--- src/rtl/decode_stage_p.sv ---
// ID stage: decodes dr, reads the register file, extends the immediate; one-cycle latency into the ID/EX register.
// Holds ID/EX while out_ready is low, stalls in_ready on load-use hazards, flush empties ID/EX.
module decode_stage_p #(
  parameter int XLEN      = 32,
  parameter int NREGS     = 32,
  parameter int BYPASS_WB = 1
) (
  input  logic            clk,
  input  logic            rst_n,
  input  logic            in_valid,
  output logic            in_ready,
  input  logic [31:0]     dr,
  input  logic            wb_en,
  input  logic [4:0]      wb_addr,
  input  logic [XLEN-1:0] wb_data,
  input  logic            flush,
  output logic            out_valid,
  input  logic            out_ready,
  output logic [2:0]      out_class,
  output logic            out_illegal,
  output logic [XLEN-1:0] out_a,
  output logic [XLEN-1:0] out_b,
  output logic [XLEN-1:0] out_ext,
  output logic [4:0]      out_dest,
  output logic            out_mem_read,
  output logic            hazard_stall
);
  localparam int AW = (NREGS > 1) ? $clog2(NREGS) : 1;

  localparam logic [2:0] CL_ALU_REG   = 3'd0;
  localparam logic [2:0] CL_ALU_INM   = 3'd1;
  localparam logic [2:0] CL_LS        = 3'd2;
  localparam logic [2:0] CL_BRANCH    = 3'd3;
  localparam logic [2:0] CL_JUMP_ABS  = 3'd4;
  localparam logic [2:0] CL_JUMP_REL  = 3'd5;
  localparam logic [2:0] CL_SHIFT     = 3'd6;
  localparam logic [2:0] CL_SHIFT_VAR = 3'd7;

  typedef struct packed {
    logic [2:0]      cls;
    logic            illegal;
    logic [XLEN-1:0] a;
    logic [XLEN-1:0] b;
    logic [XLEN-1:0] ext;
    logic [4:0]      dest;
    logic            mem_read;
  } idex_t;

  logic [5:0]      op, funct;
  logic [4:0]      rs, rt, rd;
  logic [15:0]     imm;
  logic [AW-1:0]   rs_i, rt_i, wb_i;
  logic [XLEN-1:0] rf [NREGS];
  logic [XLEN-1:0] rd_a, rd_b;
  idex_t           dec, idex;
  logic            accept;

  assign op    = dr[31:26];
  assign rs    = dr[25:21];
  assign rt    = dr[20:16];
  assign rd    = dr[15:11];
  assign funct = dr[5:0];
  assign imm   = dr[15:0];
  assign rs_i  = rs[AW-1:0];
  assign rt_i  = rt[AW-1:0];
  assign wb_i  = wb_addr[AW-1:0];

  generate
    if (AW < 5) begin : g_wb_hi
      logic unused_wb_hi;
      assign unused_wb_hi = ^wb_addr[4:AW];
    end
  endgenerate

  // A same-cycle write to the read address is forwarded only when bypass is enabled.
  always_comb begin
    rd_a = '0;
    rd_b = '0;
    if (rs_i != '0) rd_a = (BYPASS_WB != 0 && wb_en && wb_i == rs_i) ? wb_data : rf[rs_i];
    if (rt_i != '0) rd_b = (BYPASS_WB != 0 && wb_en && wb_i == rt_i) ? wb_data : rf[rt_i];
  end

  always_comb begin
    dec     = '0;
    dec.a   = rd_a;
    dec.b   = rd_b;
    dec.ext = XLEN'($signed(imm));
    if (op == 6'd0) begin
      case (funct) inside
        6'd0, 6'd2, 6'd3:  begin dec.cls = CL_SHIFT;     dec.dest = rd; end
        6'd4, 6'd6, 6'd7:  begin dec.cls = CL_SHIFT_VAR; dec.dest = rd; end
        6'd8:              dec.cls = CL_JUMP_REL;
        6'd9:              begin dec.cls = CL_JUMP_REL;  dec.dest = rd; end
        [6'h20:6'h2B]:     begin dec.cls = CL_ALU_REG;   dec.dest = rd; end
        default:           begin dec.cls = CL_ALU_REG;   dec.illegal = 1'b1; end
      endcase
    end else begin
      case (op) inside
        6'd1, [6'd4:6'd7]: dec.cls = CL_BRANCH;
        6'd2:              begin dec.cls = CL_JUMP_ABS; dec.ext = XLEN'(dr[25:0]); end
        6'd3:              begin dec.cls = CL_JUMP_ABS; dec.ext = XLEN'(dr[25:0]); dec.dest = 5'd31; end
        [6'd8:6'd15]:      begin dec.cls = CL_ALU_INM;  dec.dest = rt; end
        [6'h20:6'h25]:     begin dec.cls = CL_LS;       dec.dest = rt; dec.mem_read = 1'b1; end
        [6'h26:6'h2B]:     dec.cls = CL_LS;
        default:           dec.illegal = 1'b1;
      endcase
      if (op inside {6'd12, 6'd13, 6'd14}) dec.ext = XLEN'(imm);
      if (op == 6'd15)                     dec.ext = XLEN'($signed({imm, 16'h0000}));
    end
    if (dec.illegal) dec.dest = '0;
  end

  assign hazard_stall = in_valid & out_valid & out_mem_read & (out_dest != 5'd0) &
                        ((out_dest == rs) | (out_dest == rt));
  assign in_ready     = (!out_valid | out_ready) & !hazard_stall & !flush;
  assign accept       = in_valid & in_ready;

  always_ff @(posedge clk or negedge rst_n) begin
    if (!rst_n) begin
      for (int i = 0; i < NREGS; i++) rf[i] <= '0;
    end else if (wb_en && wb_i != '0) begin
      rf[wb_i] <= wb_data;
    end
  end

  // Flush wins over accept; a drained register with no accept becomes a bubble.
  always_ff @(posedge clk or negedge rst_n) begin
    if (!rst_n) begin
      out_valid <= 1'b0;
      idex      <= '0;
    end else if (flush) begin
      out_valid <= 1'b0;
    end else if (accept) begin
      out_valid <= 1'b1;
      idex      <= dec;
    end else if (out_ready) begin
      out_valid <= 1'b0;
    end
  end

  assign out_class    = idex.cls;
  assign out_illegal  = idex.illegal;
  assign out_a        = idex.a;
  assign out_b        = idex.b;
  assign out_ext      = idex.ext;
  assign out_dest     = idex.dest;
  assign out_mem_read = idex.mem_read;
endmodule

--- config.mk ---
export PLATFORM = sky130hd
export DESIGN_NAME = decode_stage_p
export DESIGN_NICKNAME = d
export VERILOG_FILES = /design/src/rtl/decode_stage_p.sv
export SDC_FILE = /design/constraint.sdc
export NUM_CORES = 2
export LEC_CHECK = 0
export CELL_PAD_IN_SITES_DETAIL_PLACEMENT = 1
export CELL_PAD_IN_SITES_GLOBAL_PLACEMENT = 2
export CORE_MARGIN = 3
export CORE_UTILIZATION = 45
export CTS_CLUSTER_SIZE = 24
export DETAILED_ROUTE_END_ITERATION = 16
export GPL_TIMING_DRIVEN = 0
export PLACE_DENSITY_LB_ADDON = 0.1
export SLEW_MARGIN = 25
export SYNTH_ARGS = -nofsm -noshare
export SYNTH_HDL_FRONTEND = slang
export SYNTH_SLANG_ARGS = --single-unit
--- constraint.sdc ---
create_clock -name clk -period 2.41 [get_ports clk]
set_input_delay 0.6025 -clock clk [delete_from_list [all_inputs] [get_ports clk]]
set_output_delay 0.6025 -clock clk [all_outputs]
set_load 0.1 [all_outputs]
After elaboration in Yosys (flattened, before gate mapping)

Index checks and enable logic that the tools add are counted.

Add/sub/neg operators: 0
$mul: 0
Divide/modulo/power cells: 0
Order comparisons: 14
Eq/ne operators: 18
Shift operators: 0
Multiplexer cells: 62
Bitwise gates (word level): 13
Reductions and logical operators: 24

Operator list:

| operator                                                                             | count |
|---|---|
| 1024-bit bitwise mux                                                                 | 1 |
| 32-bit two-way mux                                                                   | 15 |
| 32-bit binary-select mux with 5-bit select                                           | 2 |
| 32-bit demux with 5-bit select                                                       | 1 |
| 5-bit two-way mux                                                                    | 12 |
| 6-bit by 4-bit equality test with 1-bit output (second input constant)               | 6 |
| 6-bit greater-or-equal comparator (second input constant)                            | 6 |
| 6-bit by 2-bit equality test with 1-bit output (second input constant)               | 4 |
| 3-bit two-way mux                                                                    | 7 |
| 5-bit equality test                                                                  | 4 |
| 1-bit two-way mux                                                                    | 20 |
| 5-bit nonzero test                                                                   | 4 |
| 6-bit by 3-bit equality test with 1-bit output (second input constant)               | 3 |
| 6-bit <= comparator (second input constant)                                          | 3 |
| 5-bit NOT with 6-bit output                                                          | 3 |
| 6-bit zero test                                                                      | 2 |
| 1-bit logical AND                                                                    | 9 |
| 1-bit bitwise AND                                                                    | 7 |
| 6-bit by 1-bit equality test with 1-bit output (second input constant)               | 1 |
| 6-bit by 3-bit greater-or-equal comparator with 1-bit output (second input constant) | 1 |
| 6-bit by 4-bit greater-or-equal comparator with 1-bit output (second input constant) | 1 |
| 6-bit by 3-bit <= comparator with 1-bit output (second input constant)               | 1 |
| 6-bit by 4-bit <= comparator with 1-bit output (second input constant)               | 1 |
| 6-bit by 1-bit < comparator with 1-bit output (second input constant)                | 1 |
| 9 further kinds                                                                      | 16 |

Flip-flop bits (word level): 1131
Bits in latches: 0
Bits in writable memories: 0
Bits in read-only memories: 0
Memories kept: 0

Longest topological paths before layout

Word-level depth: 10
Mapped depth: 11
Gate-level depth less buffers: 6

Least setup slack after synthesis

No wires, ideal clock.

Path type: reg2out
Start point: register idex (netlist bit out_dest[1])
End point: output in_ready
Data arrival time: 4.323 ns
Data required time: 1.808 ns
Path slack: -2.515 ns
Cell stages (with the launch flop): 5
Buffers on the path: 0
Cells stage by stage: dfrtp_1 -> or4_1 -> o2111ai_2 -> nor2_1 -> nor3_1

Cells in the longest elaborated chain, start to end: 6
Elaborated cells on any way between the ends: 9
Classes of those cells: 2 x eq/ne; 5 x bitwise; 2 x reduce/logical

Ends and longest elaborated chain:

| element                                                          | RTL line | text |
|---|---|---|
| start, declared                                                  | 55       | `idex_t dec, idex;` |
| start signal, assigned                                           | 130      | `idex <= '0;` |
| start signal, assigned                                           | 135      | `idex <= dec;` |
| 5-bit equality test / 5-bit nonzero test (equally long branches) | 114, 113 |  |
| 1-bit bitwise OR / 1-bit bitwise AND (equally long branches)     | 114, 113 |  |
| 1-bit bitwise AND (*)                                            | 113      | `assign hazard_stall = in_valid & out_valid & out_mem_read & (out_dest != 5'd0) &` |
| via hazard_stall                                                 | 26       | `output logic hazard_stall` |
| 1-bit zero test (*)                                              | 115      | `assign in_ready = (!out_valid \| out_ready) & !hazard_stall & !flush;` |
| 1-bit bitwise AND (*) (2 in series)                              | 115      |  |
| end, declared                                                    | 11       | `output logic in_ready,` |

Mark *: on every way through the listed nets, which the timed path passes. The rest lies on a longest branch.

Worst setup path after layout

Start point: register idex (netlist bit out_dest[2])
End point: output in_ready

Cells in the longest elaborated chain, start to end: 6
Elaborated cells on any way between the ends: 9
Classes of those cells: 2 x eq/ne; 5 x bitwise; 2 x reduce/logical

Ends and longest elaborated chain:

| element                                                          | RTL line |
|---|---|
| 5-bit equality test / 5-bit nonzero test (equally long branches) | 114, 113 |
| 1-bit bitwise OR / 1-bit bitwise AND (equally long branches)     | 114, 113 |
| 1-bit bitwise AND (*)                                            | 113 |
| 1-bit zero test (*)                                              | 115 |
| 1-bit bitwise AND (*) (2 in series)                              | 115 |

Mark *: on every way between the ends. The rest lies on a longest branch, timed or not.

==> impl_metrics.yaml <==
floorplan:
  fp.dieW_um: 369.0
  die-area_um2: 136200
  start_util_pct: 45.57
  core_um2: 130100
  rows: 132
  die_height_um: 369.0
  pin_count: 184
power:
  p_total_w: 0.06174
  p_sw_w: 0.01976
  p_per_area_nw_per_um2: 870.8
  combinationalPowerShare_pct: 25.1
  peakVddDrop_v: 0.0006629
  leakagePower_nw: 31.31
  p_clk_share_pct: 33.7
  power_frac_seq_pct: 41.2
  switching_share_pct: 32.00
  intPower_w: 0.04198
clock_tree:
  clock-sinks: 1131
  cts_tree: "built"
  cts.htree.levels: 4
  clockRootBuffer: "clkbuf_16"
  cts_made_buffers: 133
  clockBufferDepth: 3
  clk_latency_ns: 0.80
  path_clk_slew_ns: 0.06
worst_setup_path:
  rr_startpoint: "out_dest[2]"
  path_max_fanout: 3
  worstRegToRegCells: 11
  crit_arrival_ns: 2.52
  slowest_stage: "or4_4"
  r2r_slack_ns: -0.40
  r2r-end: "out_a[6]"
  worstSetupStartpointType: "flip-flop"
  critPathCaptureType: "primary output"
  required_ns: 1.81
  path_class: "flip-flop to primary output"
  crit_chain: "or4_4 -> o2111ai_4 -> nor2_4 -> nor3_4 -> buf_12"
  critPathMaxStageDelay_ns: 0.55
layout:
  final_nets: 4638
  final_core_utilization_pct: 54.48
  instances_no_fill: 6414
  nFillCells: 12480
  area_growth_syn_to_layout_pct: 19.55
  drive_above_1_share_pct: 47.89
synthesis:
  synth_edf_count: 0
  ys_warn_count: 0
  syn_inst: 4182
  synth_cell_types: 52
  ys_async_sr_fraction_pct: 100.0
  syn_area_um2: 59300
  avgSynthCellArea_um2: 14.18
  ys_ff_latch: 1131
  synth-seq-area-share_pct: 47.72
  synth_ff_type: "dfrtp_1"
  synth_fp_nets: 4257
status:
  violations: "hold timing, setup timing"
  outcome: "finished with violations"
detailed_routing:
  vias_per_cell: 6.721
  wl_per_cell_um: 39.75
  dr.pass1.iters: 5
  drc: 0
  drtIter0Drc: 4756
  antenna_left: 0
  wl_um: 255000
  vias: 43110
grt:
  antenna_found_initial: 11
  grt_usage_pct: 37.51
  grt_pass1_vias: 44610
  grt_pass1_wl_um: 355000
  grt_max_degree: 131
  overflow: 0
timing:
  fmax_mhz: 320.1
  maxSlewHeadroom_pct: 18.92
  setup_viol: 194
  final-max-slew-violation-count: 0
  min_period_over_period_pct: 129.6
  min_period_ns: 3.124
  timing.hold.ws_ns: -0.2377
  tightest_slew_ns: 1.216
  finalHoldViolations: 103
  rsz0062_at_grt: "true"
  fin_ws_ns: -0.7137
  skew_ns: 0.02775
job:
  drv_cap: 0
place:
  gp_congestion: 0.9229
  dp_hpwl_um: 175400
  portBuffers: 168
  post-place-cells: 6114
  place_ws_ns: -3.257
hold_path:
  hold_path_class: "input port to asynchronous set/reset pin"
synth_stat cells, types with 4 or more instances:
cell	instances	area share [%]
a221oi_1	43	0.64
nand2_1	124	0.78
xor2_1	18	0.27
and2_1	33	0.35
mux4_2	367	14
dfrtp_1	1131	48
o21ai_0	39	0.33
buf_1	67	0.42
a21o_1	31	0.39
a31oi_1	13	0.14
nor2_1	32	0.20
mux2_2	1075	20
o221ai_1	31	0.46
a211oi_1	32	0.41
nor4_1	4	0.042
a22o_1	59	0.87
nor3_1	18	0.15
nand3b_1	7	0.089
a221o_1	37	0.62
nor2b_1	9	0.095
o211ai_1	11	0.14
buf_4	14	0.18
nand3_1	38	0.32
mux2i_1	355	6.0
a22oi_1	80	1.0
nor3b_1	5	0.063
buf_6	4	0.076
inv_1	5	0.032
nand4_1	7	0.074
buf_2	81	0.68
a21oi_1	53	0.45
clkbuf_1	297	1.9
o22ai_1	32	0.34
sequential cells by signal, summed over array words and instances, names as in the netlist:
signal / cells
out_illegal: 1
rf: 1024
out_mem_read: 1
out_class: 3
out_valid: 1
out_dest: 5
out_b: 32
out_a: 32
out_ext: 32
metrics by stage:
stage                     TNS [ns]  area, um^2  hold slack, ns
after floorplan             -12.60       59550          0.3069
after CTS                   -18.38       70800         -0.2286
after global placement           -       63410          0.4516
final                       -32.84       70900         -0.2377
after global routing        -37.56       70890         -0.1986
after detailed placement  -1298.13       64100          0.4675
routing by layer:
layer  part of all wire [%]  global-route usage, %  vias to the layer above
li1                       -                      -                    16820
met1                     40                  49.89                    23610
met2                     45                  56.52                     2114
met3                    9.0                  10.16                      555
met4                    5.9                  19.20                        8
met5                  0.031                      0                        -
logic make-up (layout without fill, tap and decap cells):
group	Yosys count	count (layout)	synth area share (%)
simple gates	294	294	2.405
compound gates	471	471	5.948
buf+inv	468	953	3.272
xor+xnor	21	21	0.3101
other cells	0	5	0
flops	1131	1131	47.72
mux	1797	1797	40.34
layout make-up:
cell class	instances	area (um^2)	area share, %
diodes	5	12.51	0.01765
well taps	1742	2180	3.074
repair buffers	248	3229	4.555
multi-input cells	2583	29660	41.83
inverters	5	18.77	0.02647
flip-flops and latches	1131	28320	39.94
plain buffers	461	3078	4.341
clock buffers	206	4009	5.654
clock inverters	33	400.4	0.5647
worst max-delay path by stage:
stage | depth (start not counted) | endpoint | startpoint | slack [ns]
CTS | 5 | in_ready | out_dest[2] | -0.78
global route | 5 | in_ready | out_dest[2] | -0.79
detailed placement | 10 | out_a[10] | dr[23] | -3.26
global placement | 1 | out_dest[2] | rst_n | -61.29
floorplan | 4 | in_ready | out_dest[1] | -0.70
finish | 5 | in_ready | out_dest[2] | -0.71
power by group through the flow:
stage          sequential (W)  clock (W)  combinational, W
4_1_cts                0.0253     0.0210            0.0154
2_1_floorplan          0.0270          0           0.00819
3_3_place_gp           0.0255          0            0.0143
5_1_grt                0.0258     0.0218            0.0162
3_5_place_dp           0.0255          0            0.0149
6_report               0.0254     0.0208            0.0155
repair_timing:
action	4_1_cts	5_1_grt
gates cloned	15	0
endpoints found under the hold margin	103	103
setup endpoints to repair	969	301
pin swaps	77	7
setup buffers	40	2
gates resized for setup	818	41
cell usage in the layout, fill, tap and decap left out, types with 35 or more instances in the layout:
| cell type | count |
|---|---|
| dfrtp_1 | 1124 |
| mux2_2 | 1074 |
| mux4_2 | 367 |
| mux2i_1 | 355 |
| clkbuf_1 | 195 |
| clkbuf_16 | 156 |
| nand2_1 | 100 |
| clkdlybuf4s15_2 | 92 |
| clkbuf_2 | 80 |
| a22oi_1 | 79 |
| buf_4 | 71 |
| a22o_1 | 59 |
| clkdlybuf4s50_1 | 56 |
| clkbuf_8 | 51 |
| a21oi_1 | 51 |
| buf_6 | 45 |
| buf_2 | 39 |
| nand3_1 | 38 |
| a221o_1 | 37 |
| buf_1 | 35 |
critical path, delay by kind of cell (launching register included):
kind	cells	cell delay [ns]
AND/OR/NAND/NOR	3	0.78
flip-flops	1	0.50
AO/OA/AOI/OAI	1	0.24
buffers and inverters	1	0.20
No activity file was read; power rests on OpenSTA's default activity.
